[src/rtl/alu_op_decoder.sv]
// alu_op_decoder
//   RV32I decode stage for the ALU: decodes one instruction word (LUI, AUIPC,
//   ADDI, ADD, SUB), gathers its operands and holds the result in one
//   registered ID/EX stage with a valid/ready handshake, stall and flush.
//
// Ports
//   clk, rst        rising-edge clock, synchronous active-high reset
//   in_valid/ready  upstream handshake; in_ready is combinational
//   in_instr/in_pc  instruction word and its PC
//   rs1/rs2_addr    register-file read addresses (combinational from in_instr)
//   rs1/rs2_data    register-file read data for the same cycle
//   flush           drops the held entry and any incoming instruction
//   out_valid/ready downstream handshake toward the ALU
//   out_aluop       nop=0 lui=1 auipc=2 add=3 sub=4
//   out_a/out_b     operands
//   out_pc          PC of held instruction, RST_PC while empty
//   out_rd/rd_we    destination register and writeback enable
//   out_illegal     instruction not in the supported subset
module alu_op_decoder #(
  parameter int              XLEN   = 32,
  parameter logic [XLEN-1:0] RST_PC = '0
) (
  input  logic            clk,
  input  logic            rst,
  input  logic            in_valid,
  output logic            in_ready,
  input  logic [31:0]     in_instr,
  input  logic [XLEN-1:0] in_pc,
  output logic [4:0]      rs1_addr,
  output logic [4:0]      rs2_addr,
  input  logic [XLEN-1:0] rs1_data,
  input  logic [XLEN-1:0] rs2_data,
  input  logic            flush,
  output logic            out_valid,
  input  logic            out_ready,
  output logic [4:0]      out_aluop,
  output logic [XLEN-1:0] out_a,
  output logic [XLEN-1:0] out_b,
  output logic [XLEN-1:0] out_pc,
  output logic [4:0]      out_rd,
  output logic            out_rd_we,
  output logic            out_illegal
);

  localparam logic [4:0] OP_NOP   = 5'b00000;
  localparam logic [4:0] OP_LUI   = 5'b00001;
  localparam logic [4:0] OP_AUIPC = 5'b00010;
  localparam logic [4:0] OP_ADD   = 5'b00011;
  localparam logic [4:0] OP_SUB   = 5'b00100;

  localparam logic [6:0] OPC_LUI   = 7'b0110111;
  localparam logic [6:0] OPC_AUIPC = 7'b0010111;
  localparam logic [6:0] OPC_OPIMM = 7'b0010011;
  localparam logic [6:0] OPC_OP    = 7'b0110011;

  logic [6:0]      opcode;
  logic [2:0]      funct3;
  logic [6:0]      funct7;
  logic [4:0]      rd;
  logic [XLEN-1:0] imm_u;
  logic [XLEN-1:0] imm_i;

  logic [4:0]      dec_aluop;
  logic [XLEN-1:0] dec_a;
  logic [XLEN-1:0] dec_b;
  logic            dec_illegal;
  logic            dec_rd_we;

  logic            accept;
  logic [XLEN-1:0] pc_q;

  assign opcode   = in_instr[6:0];
  assign funct3   = in_instr[14:12];
  assign funct7   = in_instr[31:25];
  assign rd       = in_instr[11:7];
  assign rs1_addr = in_instr[19:15];
  assign rs2_addr = in_instr[24:20];

  // Immediates are sign-extended so a wider XLEN behaves like RV64.
  assign imm_u = XLEN'($signed({in_instr[31:12], 12'b0}));
  assign imm_i = XLEN'($signed(in_instr[31:20]));

  always_comb begin
    dec_aluop   = OP_NOP;
    dec_a       = '0;
    dec_b       = '0;
    dec_illegal = 1'b1;
    case (opcode)
      OPC_LUI: begin
        dec_aluop   = OP_LUI;
        dec_b       = imm_u;
        dec_illegal = 1'b0;
      end
      OPC_AUIPC: begin
        dec_aluop   = OP_AUIPC;
        dec_a       = in_pc;
        dec_b       = imm_u;
        dec_illegal = 1'b0;
      end
      OPC_OPIMM: begin
        if (funct3 == 3'b000) begin
          dec_aluop   = OP_ADD;
          dec_a       = rs1_data;
          dec_b       = imm_i;
          dec_illegal = 1'b0;
        end
      end
      OPC_OP: begin
        if (funct3 == 3'b000 && funct7 == 7'b0000000) begin
          dec_aluop   = OP_ADD;
          dec_a       = rs1_data;
          dec_b       = rs2_data;
          dec_illegal = 1'b0;
        end else if (funct3 == 3'b000 && funct7 == 7'b0100000) begin
          dec_aluop   = OP_SUB;
          dec_a       = rs1_data;
          dec_b       = rs2_data;
          dec_illegal = 1'b0;
        end
      end
      default: ;
    endcase
  end

  assign dec_rd_we = !dec_illegal && (rd != 5'd0);

  // During flush the stage advertises ready so upstream is never blocked,
  // but whatever it hands over is discarded.
  assign in_ready = !out_valid || out_ready || flush;
  assign accept   = in_valid && in_ready && !flush;

  always_ff @(posedge clk) begin
    if (rst) begin
      out_valid   <= 1'b0;
      out_aluop   <= OP_NOP;
      out_a       <= '0;
      out_b       <= '0;
      pc_q        <= RST_PC;
      out_rd      <= 5'd0;
      out_rd_we   <= 1'b0;
      out_illegal <= 1'b0;
    end else if (flush) begin
      out_valid <= 1'b0;
    end else if (accept) begin
      out_valid   <= 1'b1;
      out_aluop   <= dec_aluop;
      out_a       <= dec_a;
      out_b       <= dec_b;
      pc_q        <= in_pc;
      out_rd      <= rd;
      out_rd_we   <= dec_rd_we;
      out_illegal <= dec_illegal;
    end else if (out_ready) begin
      out_valid <= 1'b0;
    end
  end

  assign out_pc = out_valid ? pc_q : RST_PC;

endmodule
[config.mk]
export PLATFORM = sky130hd
export DESIGN_NAME = alu_op_decoder
export DESIGN_NICKNAME = d
export VERILOG_FILES = /design/src/rtl/alu_op_decoder.sv
export SDC_FILE = /design/constraint.sdc
export NUM_CORES = 1
export LEC_CHECK = 0
export ABC_CLOCK_PERIOD_IN_PS = 2200
export CAP_MARGIN = 10
export CORE_UTILIZATION = 37
export DETAILED_ROUTE_END_ITERATION = 10
export HOLD_SLACK_MARGIN = 0.05
export PLACE_DENSITY_LB_ADDON = 0.2
export SETUP_SLACK_MARGIN = 0.5
export SLEW_MARGIN = 40
export SYNTH_ARGS = -nofsm -noshare
export SYNTH_HDL_FRONTEND = slang
export SYNTH_SLANG_ARGS = --single-unit
[constraint.sdc]
create_clock -name clk -period 2.2 [get_ports clk]
set_input_delay 0.66 -clock clk [delete_from_list [all_inputs] [get_ports clk]]
set_output_delay 0.66 -clock clk [all_outputs]
set_load 0.01 [all_outputs]
# After elaboration in Yosys (flattened, before gate mapping)

Cells that the tools add are included.

$add $sub $neg: 0
Multipliers: 0
Divide/modulo/power cells: 0
$lt $le $gt $ge: 0
Equality and inequality tests: 5
Shifts and indexed selects: 0
Mux-type cells: 19
Bitwise gates (word level): 1
Reduce and logical (&&, ||, !) cells: 17

Operators with widths:

| kind                 | number |
|---|---|
| $mux W32             | 7 |
| $pmux W32 S3         | 2 |
| $eq A7 B6 Y1 const B | 3 |
| $eq A7 B5 Y1 const B | 2 |
| $pmux W3 S4          | 1 |
| $logic_not A7 Y1     | 1 |
| $mux W3              | 2 |
| $logic_and A1 B1 Y1  | 5 |
| $mux W1              | 5 |
| $reduce_bool A5 Y1   | 1 |
| $reduce_or A2 Y1     | 2 |
| $logic_not A1 Y1     | 3 |
| $logic_not A3 Y1     | 1 |
| $pmux W1 S3          | 1 |
| $logic_or A1 B1 Y1   | 2 |
| $mux W2              | 1 |
| $reduce_and A2 Y1    | 1 |
| $reduce_bool A2 Y1   | 1 |
| $not A1 Y1           | 1 |

Flip-flop bits (word level): 109
Bits in latches: 0
Memory bits (writable): 0
ROM bits: 0
Memories: 0

# Depth between registers and ports, before layout

Gate-level depths: netlist of the first run.

Word-level depth: 7
Gate-level depth with buffers: 7
Mapped depth without buffers: 4

# Worst setup path before layout of the first run

OpenSTA, ideal clock, no wires.

Path kind: in2reg
Start: in in_instr[2]
End: reg out_a[10]
Setup time: 0.087 ns
Data arrival time: 2.116 ns
Required time: 2.113 ns
Path slack: -0.003 ns
Cell stages on the path: 7
Cell sequence: buf_6 -> or4_4 -> buf_6 -> nor3_4 -> buf_6 -> nand3_1 -> a221oi_2

Cells in the longest elaborated chain, start to end: 2
Elaborated cells between the ends (all ways): 4
Classes of those cells: eq/ne: 3; mux: 1

RTL lines:

| what                                         | line | RTL |
|---|---|---|
| start, declared                              | 27   | `input logic [31:0] in_instr,` |
| $eq A7 B6 Y1 or $eq A7 B5 Y1 (tied branches) | 88   | `case (opcode)` |
| $pmux W32 S3 (*)                             | 88   |  |
| end signal, assigned                         | 136  | `out_a <= '0;` |
| end signal, assigned                         | 147  | `out_a <= dec_a;` |
| end, declared                                | 37   | `output logic [XLEN-1:0] out_a,` |

Every way passes the cells marked *; elsewhere a longest branch is shown, timed or not.
A chain may end at the register's enable or synchronous reset.

# Worst setup path in the final report of the first run

Start: reg out_valid
End: out out_pc[14]

Cells in the longest elaborated chain, start to end: 1

RTL lines:

| what                   | line | RTL |
|---|---|---|
| start, declared        | 34   | `output logic out_valid,` |
| start signal, assigned | 134  | `out_valid <= 1'b0;` |
| start signal, assigned | 143  | `out_valid <= 1'b0;` |
| start signal, assigned | 145  | `out_valid <= 1'b1;` |
| $mux W32               | 158  | `assign out_pc = out_valid ? pc_q : RST_PC;` |
| end, declared          | 39   | `output logic [XLEN-1:0] out_pc,` |

Every way passes these cells.

==> impl_metrics.tcl, run 1 <==
set metrics [dict create \
    dpl_cell_area_um2 8350 \
    skew_ns 0.00546 \
    maxCapViolCount 0 \
    leakagePower_nw 4.68 \
    start_kind "flop" \
    overflow 0 \
    post_drt_via_cell_ratio 5.69 \
    worstMarginPinSlew_ns 0.708 \
    grt_max_degree 44 \
    p_seq_share_pct 41.0 \
    clockPowerShare_pct 38.4 \
    yosysSeqAreaShare_pct 41.1 \
    synth_top_area_cell "dfxtp_1" \
    hold_viol_final 0 \
    power_frac_comb_pct 20.6 \
    syn_area_um2 5220 \
    synth_top_area_share_pct 41.1 \
    crit_buf_inv 4 \
    clkLatencyLatePin_ns 0.36 \
    nNetsFinal 1105 \
    path_depth 5 \
    final_area_um2 10900 \
    worstHoldPathCells 2 \
    hold_class "reg2reg" \
    required_ns 1.54 \
    r2r_start "out_valid" \
    drc 0 \
    hp-start "out_b[5]" \
    drive_above_1_share_pct 44.3 \
    synth-edff-count 0 \
    place.gp.congestion 0.845 \
    core-area_um2 13800 \
    rsz0062_at_grt "true" \
    yosysUniqueCellTypes 39 \
    max-slew-margin-rel_pct 52.7 \
    cp_common_cell "buf_12" \
    antenna_found_initial 0 \
    finalSetupTns_ns 0 \
    period_share_pct 95.2 \
    crit_slowest_cell "dfxtp_4" \
    initial_utilization_pct 37.7 \
    crit_fanout 16 \
    cts_tree "yes" \
    mostFrequentLayoutCells "104 x clkdlybuf4s50_1, 102 x dfxtp_1, 94 x nand2_1, 68 x dlygate4sd2_1, 54 x buf_4" \
    slowest_delay_ns 0.36 \
    htree_num_levels 3 \
    fin_crit_ns 2.09 \
    die_w_um 121 \
    area_growth_pct 109 \
    reg2regPathDepth 11 \
    antenna_cells 0 \
    cts_root_buf "clkbuf_16" \
    total_power_mw 4.86 \
    wire_per_inst_um 21.3 \
    rrSetupSlack_ns 0.15 \
    drv_slew 0 \
    endpoint_kind "output pin" \
    finalSetupViolCount 0 \
    postRouteAntennaNets 0 \
    run_status "finished, final reports clean" \
    cts.hold.buffers_added 0 \
    p_switching_mw 1.25 \
    cp_cell_sequence "buf_12 > buf_4 > buf_12 > and2_1 > buf_2" \
    drt_first_pass_iters 5 \
    dieArea_um2 14600 \
    internal-power_mw 3.60 \
    critPathLaunch "out_valid" \
    cp_top_family "buffers and inverters" \
    fin_ws_ns 0.106 \
    ios 253 \
    grtUsageTotal_pct 30.7 \
    finalCoreUtilization_pct 78.7 \
    die_h_um 121 \
    path_clk_slew_ns 0.07 \
    cp.arrival_ns 1.43 \
    ys_async_sr_fraction_pct 0 \
    place_hpwl_um 13200 \
    routed_wirelength_um 24600 \
    final_common_cell "clkdlybuf4s50_1" \
    yosys_warnings 0 \
    portBuffers 250 \
    power.switching_fraction_pct 25.8 \
    rows 43 \
    avgSynthCellArea_um2 8.14 \
    dr.first_iter.drc_count 474 \
    n_fill_cell 864 \
    synth_seq_cells 107 \
    cellPowerDensity_nw_per_um2 447 \
    syn_inst 641 \
    grt_pass1_wl_um 34100 \
    peakVddDrop_uv 334 \
    place_ws_ns -0.426 \
    crit_type "reg2out" \
    cts_buffers 9 \
    vias 6587 \
    clockBufferDepth 2 \
    clock_sinks 107 \
    grt_pass1_vias 6391 \
    synthFlopType "dfxtp_1" \
    fmax_mhz 478 \
    synth.area.top_cells "dfxtp_1 41%, nand2_1 10%, a221oi_2 8.1%" \
]
## Yosys cell counts (all sizes together), types with 5 or more instances
cell	instances
o21ai	50
nand2	143
and2	33
a221oi	33
nand2b	5
a21oi	44
nand3	34
dfxtp	107
a32oi	19
buf	24
a22oi	44
clkbuf	48
inv	22
nor2	8
nor3	6
## layout make-up
class                      count  area [um^2]  area share [%]
clock buffer                  13          270            2.48
inverter                      22         82.6           0.759
multi-input combinational    441         3700            34.0
tap                          180          225            2.07
timing repair buffer         391         4380            40.3
clock inverter                 3         68.8           0.632
sequential                   107         2150            19.8
## worst register-to-register path, delay by kind of cell, from the launching register on
kind / cells / cell delay (ns)
compound gates: 1 / 0.30
simple gates: 3 / 0.40
flops: 1 / 0.36
buf+inv: 7 / 0.92
## timing repair
| action | CTS | global route |
|---|---|---|
| pin swaps | 65 | 69 |
| endpoints found under the setup margin | 224 | 161 |
| buffers inserted | 38 | 9 |
| endpoints found under the hold margin | 0 | 0 |
| gates resized for setup | 451 | 201 |
| cloned | 30 | 1 |
## flip-flops by register name, indices dropped and copies added (netlist names)
| name | count |
|---|---|
| out_illegal | 1 |
| out_a | 32 |
| out_rd | 5 |
| out_rd_we | 1 |
| out_b | 32 |
| out_aluop | 3 |
| pc_q | 32 |
| out_valid | 1 |
## worst paths after layout
kind	endpoint
max	out_pc[14]
min	out_b[5]
max reg2reg	out_a[0]
min reg2reg	out_b[5]
## power groups by stage
stage | Combinational [mW] | Sequential (mW) | Clock (mW)
global placement | 0.666 | 2.03 | 0
CTS | 0.869 | 1.99 | 1.85
detailed placement | 0.670 | 2.03 | 0
floorplan | 0.238 | 2.03 | 0
global route | 1.05 | 1.99 | 1.95
finish | 1.00 | 1.99 | 1.86
## kinds of logic (layout without fill, tap and decap cells)
| family | after synthesis | count (layout) | share of synthesized area (%) |
|---|---|---|---|
| AND/OR/NAND/NOR | 240 | 240 | 21.4 |
| AO/OA/AOI/OAI | 198 | 198 | 28.8 |
| flip-flops | 107 | 107 | 41.1 |
| buffers and inverters | 94 | 429 | 8.47 |
| other | 1 | 2 | 0.0719 |
| multiplexers | 1 | 1 | 0.192 |
## metal layers
layer / global-route usage, % / share of wire [%]
met3: 7.03 / 6.8
met5: 0 / 0
met4: 15.3 / 4.2
met1: 33.5 / 37
met2: 55.3 / 52
## stage by stage
step	std cells	hold WS [ns]
floorplan	642	0.432
global placement	1063	0.438
detailed placement	1063	0.442
CTS	1147	0.445
global route	1157	0.470
finish	1157	0.450
(Power assumes the default switching activity.)
==> run 2: changes to the inputs <==
- ABC_CLOCK_PERIOD_IN_PS: 2200 -> 2100
- CORE_UTILIZATION: 37 -> 35
- CTS_BUF_LIST: default -> sky130_fd_sc_hd__clkbuf_2 sky130_fd_sc_hd__clkbuf_4 sky130_fd_sc_hd__clkbuf_8
- clock period: 2.2 -> 2.1 ns (I/O delays scaled with it)
==> impl_metrics.tcl, run 2 (same netlist as run 1, synthesis figures left out) <==
set metrics [dict create \
    run_status "finished, final reports clean" \
    required_ns 1.47 \
    cts_tree "yes" \
    fin_ws_ns 0.0470 \
    drive_above_1_share_pct 48.9 \
    period_share_pct 97.8 \
    routed_wirelength_um 24400 \
    nNetsFinal 1118 \
    drc 0 \
    crit_type "reg2out" \
    mostFrequentLayoutCells "133 x nand2_1, 104 x clkdlybuf4s50_1, 76 x buf_4, 67 x buf_2, 63 x dfxtp_1" \
    cellPowerDensity_nw_per_um2 421 \
    slowest_delay_ns 0.46 \
    cp_cell_sequence "buf_12 > and2_1 > clkdlybuf4s15_2" \
    htree_num_levels 3 \
    hold_class "reg2reg" \
    dr.first_iter.drc_count 369 \
    die_w_um 124 \
    place_hpwl_um 13200 \
    portBuffers 250 \
    final_common_cell "nand2_1" \
    postRouteAntennaNets 0 \
    peakVddDrop_uv 327 \
    rows 44 \
    crit_slowest_cell "dfxtp_4" \
    endpoint_kind "output pin" \
    path_clk_slew_ns 0.11 \
    fin_crit_ns 2.05 \
    grt_pass1_wl_um 30800 \
    overflow 0 \
    drt_first_pass_iters 5 \
    drv_slew 0 \
    worstMarginPinSlew_ns 0.674 \
    post_drt_via_cell_ratio 5.53 \
    antenna_found_initial 2 \
    place_ws_ns -0.494 \
    wire_per_inst_um 20.8 \
    rsz0062_at_grt "true" \
    crit_fanout 9 \
    clock_sinks 107 \
    leakagePower_nw 4.40 \
    max-slew-margin-rel_pct 55.0 \
    clockBufferDepth 2 \
    vias 6482 \
    dieArea_um2 15400 \
    start_kind "flop" \
    finalSetupTns_ns 0 \
    skew_ns 0.0147 \
    cts_buffers 9 \
    area_growth_pct 97.4 \
    grt_pass1_vias 5974 \
    clkLatencyLatePin_ns 0.39 \
    core-area_um2 14500 \
    maxCapViolCount 0 \
    cp.arrival_ns 1.42 \
    grt_max_degree 44 \
    multi_input_area_um2 3320 \
    top_regs "out_a (32), out_b (32), pc_q (32)" \
    place.gp.congestion 0.778 \
    n_fill_cell 1085 \
    cts_root_buf "clkbuf_8" \
    initial_utilization_pct 35.9 \
    ios 253 \
    fmax_mhz 487 \
    seq_area_um2 2200 \
    hold_viol_final 0 \
    grtUsageTotal_pct 26.3 \
    finalSetupViolCount 0 \
    die_h_um 124 \
]
-- run 2: routing by layer --
layer  routed length (um)  vias up  GRT usage, %
li1                     -     2962             -
met5                   15        -             0
met2                12500      350          46.5
met1                 8720     3084          29.8
met4                 1070        2          11.3
met3                 2160       84          6.32
-- run 2: what timing repair did --
item,in CTS,in global routing
pin swaps,55,23
endpoints found under the hold margin,0,0
resized for setup,474,224
cloned,10,21
hold buffers,0,0
setup buffers,38,20
setup endpoints to repair,224,187
-- run 2: cell type report --
| cell class | count | area share [%] |
|---|---|---|
| Antenna cell | 1 | 0.0243 |
| Clock buffer | 11 | 1.41 |
| Clock inverter | 3 | 0.389 |
| Inverter | 22 | 0.802 |
| Multi-Input combinational cell | 442 | 32.2 |
| Sequential cell | 107 | 21.4 |
| Tap cell | 184 | 2.24 |
| Timing Repair Buffer | 403 | 41.6 |
-- run 2: final timing paths --
check,startpoint,endpoint,slack [ns],cells past startpoint
worst max-delay path,out_valid,out_pc[11],0.05,3
worst min-delay path,out_b[9],out_b[9],0.45,2
worst max register to register,out_valid,out_a[12],0.10,8
worst min register to register,out_b[9],out_b[9],0.45,2
-- run 2: power breakdown --
part	leakage [nW]	internal [mW]	switching, mW	total [mW]
clock network	0.0985	0.582	0.730	1.31
logic	3.41	0.503	0.430	0.933
registers	0.889	2.06	0.0230	2.09
total	4.40	3.15	1.18	4.33
-- run 2: metrics by stage --
step                instance area [um^2]  instances  total power, mW  hold WS, ns  util, %
global placement                    8410       1069             2.84        0.437     57.9
global route                       10300       1173             4.49        0.469     70.9
detailed placement                  8410       1069             2.85        0.442     57.9
floorplan                           5400        642             2.38        0.432        -
finish                             10300       1173             4.33        0.450     70.9
CTS                                 9400       1131             4.16        0.456     64.7
-- run 2: critical path, delay by kind of cell (launching register included) --
kind / cells / cell delay [ns]
flip-flops: 1 / 0.46
buffers and inverters: 2 / 0.40
AND/OR/NAND/NOR: 1 / 0.17
==> run 3: changes to the inputs <==
- CORE_ASPECT_RATIO: default -> 1.4
- CTS_CLUSTER_SIZE: default -> 12
==> impl_metrics.tcl, run 3 (same netlist as run 1, synthesis figures left out) <==
set metrics [dict create \
    antenna_cells 0 \
    period_share_pct 92.9 \
    hold_class "reg2reg" \
    crit_fanout 6 \
    drive_above_1_share_pct 55.6 \
    cts_buffers 9 \
    hold_viol_final 0 \
    cts_tree "yes" \
    place_hpwl_um 13100 \
    cts_root_buf "clkbuf_8" \
    start_kind "flop" \
    htree_num_levels 3 \
    drc 0 \
    finalSetupViolCount 0 \
    routed_wirelength_um 23600 \
    peakVddDrop_uv 369 \
    antenna_found_initial 0 \
    clockPowerShare_pct 29.4 \
    holdWs_ns 0.448 \
    path_clk_slew_ns 0.10 \
    overflow 0 \
    p_seq_share_pct 49.0 \
    skew_ns 0.0107 \
    place.gp.congestion 0.838 \
    crit_type "reg2out" \
    core-area_um2 14500 \
    internal-power_mw 3.07 \
    grtUsageTotal_pct 27.3 \
    grt_pass1_wl_um 33100 \
    mostFrequentLayoutCells "103 x nand2_1, 102 x clkdlybuf4s50_1, 79 x buf_4, 62 x buf_2, 59 x dfxtp_2" \
    clkLatencyLatePin_ns 0.37 \
    cellPowerDensity_nw_per_um2 410 \
    required_ns 1.47 \
    power_frac_comb_pct 21.7 \
    drt_first_pass_iters 5 \
    area_growth_pct 98.5 \
    portBuffers 250 \
    initial_utilization_pct 36.0 \
    p_switching_mw 1.18 \
    clock_sinks 107 \
    endpoint_kind "output pin" \
    nNetsFinal 1111 \
    final_area_um2 10400 \
    run_status "finished, final reports clean" \
    dieArea_um2 15400 \
    wire_per_inst_um 20.2 \
    rsz0062_at_grt "true" \
    worstMarginPinSlew_ns 0.801 \
    final_common_cell "nand2_1" \
    fin_crit_ns 1.95 \
    clockBufferDepth 2 \
    dpl_cell_area_um2 8380 \
    fmax_mhz 512 \
    cp.arrival_ns 1.32 \
    maxCapViolCount 0 \
    post_drt_via_cell_ratio 5.46 \
    finalSetupTns_ns 0 \
    leakagePower_nw 4.19 \
    dr.first_iter.drc_count 226 \
    grt_max_degree 50 \
    drv_slew 0 \
    grt_pass1_vias 6321 \
    power.switching_fraction_pct 27.7 \
    top_regs "out_a (32), out_b (32), pc_q (32)" \
    vias 6387 \
    die_w_um 105 \
    ios 253 \
    max-slew-margin-rel_pct 46.5 \
    postRouteAntennaNets 0 \
    rows 52 \
    die_h_um 146 \
    cts.hold.buffers_added 0 \
    n_fill_cell 1093 \
]
[run 3: cell types whose count changed in the layout (fill, tap and decap cells not counted), sizes merged, moves of 2 or more]
cell and change:
dlymetal6s2s -20, clkdlybuf4s50 -2, clkbuf +2, clkinv -2, clkinvlp +2, buf -15, dlygate4sd2 +2, clkdlybuf4s15 +24
[run 3: final cells by class]
cell class | instances | area (um^2) | share of cell area [%]
Sequential cell | 107 | 2220 | 21.5
Multi-Input combinational cell | 441 | 3590 | 34.7
Inverter | 22 | 82.6 | 0.797
Clock buffer | 9 | 124 | 1.20
Clock inverter | 4 | 53.8 | 0.520
Tap cell | 189 | 236 | 2.28
Timing Repair Buffer | 397 | 4040 | 39.0
[run 3: timing repair]
action	in CTS	in global routing
resized for setup	580	216
pin swaps	74	38
setup endpoints to repair	224	217
cloned	16	7
buffers inserted	38	23
[run 3: final timing paths]
kind / start / cells after the start / slack (ns) / to
setup / recovery: out_valid / 4 / 0.15 / in_ready
hold / removal: out_b[7] / 2 / 0.45 / out_b[7]
setup reg to reg: out_valid / 11 / 0.17 / out_b[28]
hold reg to reg: out_b[7] / 2 / 0.45 / out_b[7]
[run 3: critical path, stage by stage (launching register included)]
cell and delay (ns):
dfxtp_4 0.40, buf_6 0.15, nand2b_4 0.06, or2_4 0.23
buf_6 0.12
[run 3: power groups by stage]
stage	clock network [mW]	logic [mW]	registers (mW)
6_report	1.25	0.922	2.08
5_1_grt	1.37	0.969	2.09
4_1_cts	1.27	0.783	2.08
3_5_place_dp	0	0.718	2.13
3_3_place_gp	0	0.710	2.13
2_1_floorplan	0	0.251	2.13
[run 3: stage by stage]
stage / util, % / cells / worst slack (ns) / power (mW)
2_1_floorplan: - / 642 / -0.00686 / 2.38
3_3_place_gp: 57.7 / 1072 / -0.414 / 2.84
3_5_place_dp: 57.7 / 1072 / -0.488 / 2.85
4_1_cts: 67.6 / 1139 / 0.141 / 4.13
5_1_grt: 71.4 / 1169 / 0.107 / 4.43
6_report: 71.4 / 1169 / 0.148 / 4.25
[run 3: per-layer routing]
layer	vias to the layer above	routed length (um)	share of wire (%)	global-route usage (%)
met5	-	0	0	0
met3	70	1500	6.3	5.85
met4	0	987	4.2	10.5
met2	301	12700	54	51.7
li1	2944	-	-	-
met1	3072	8380	35	29.3
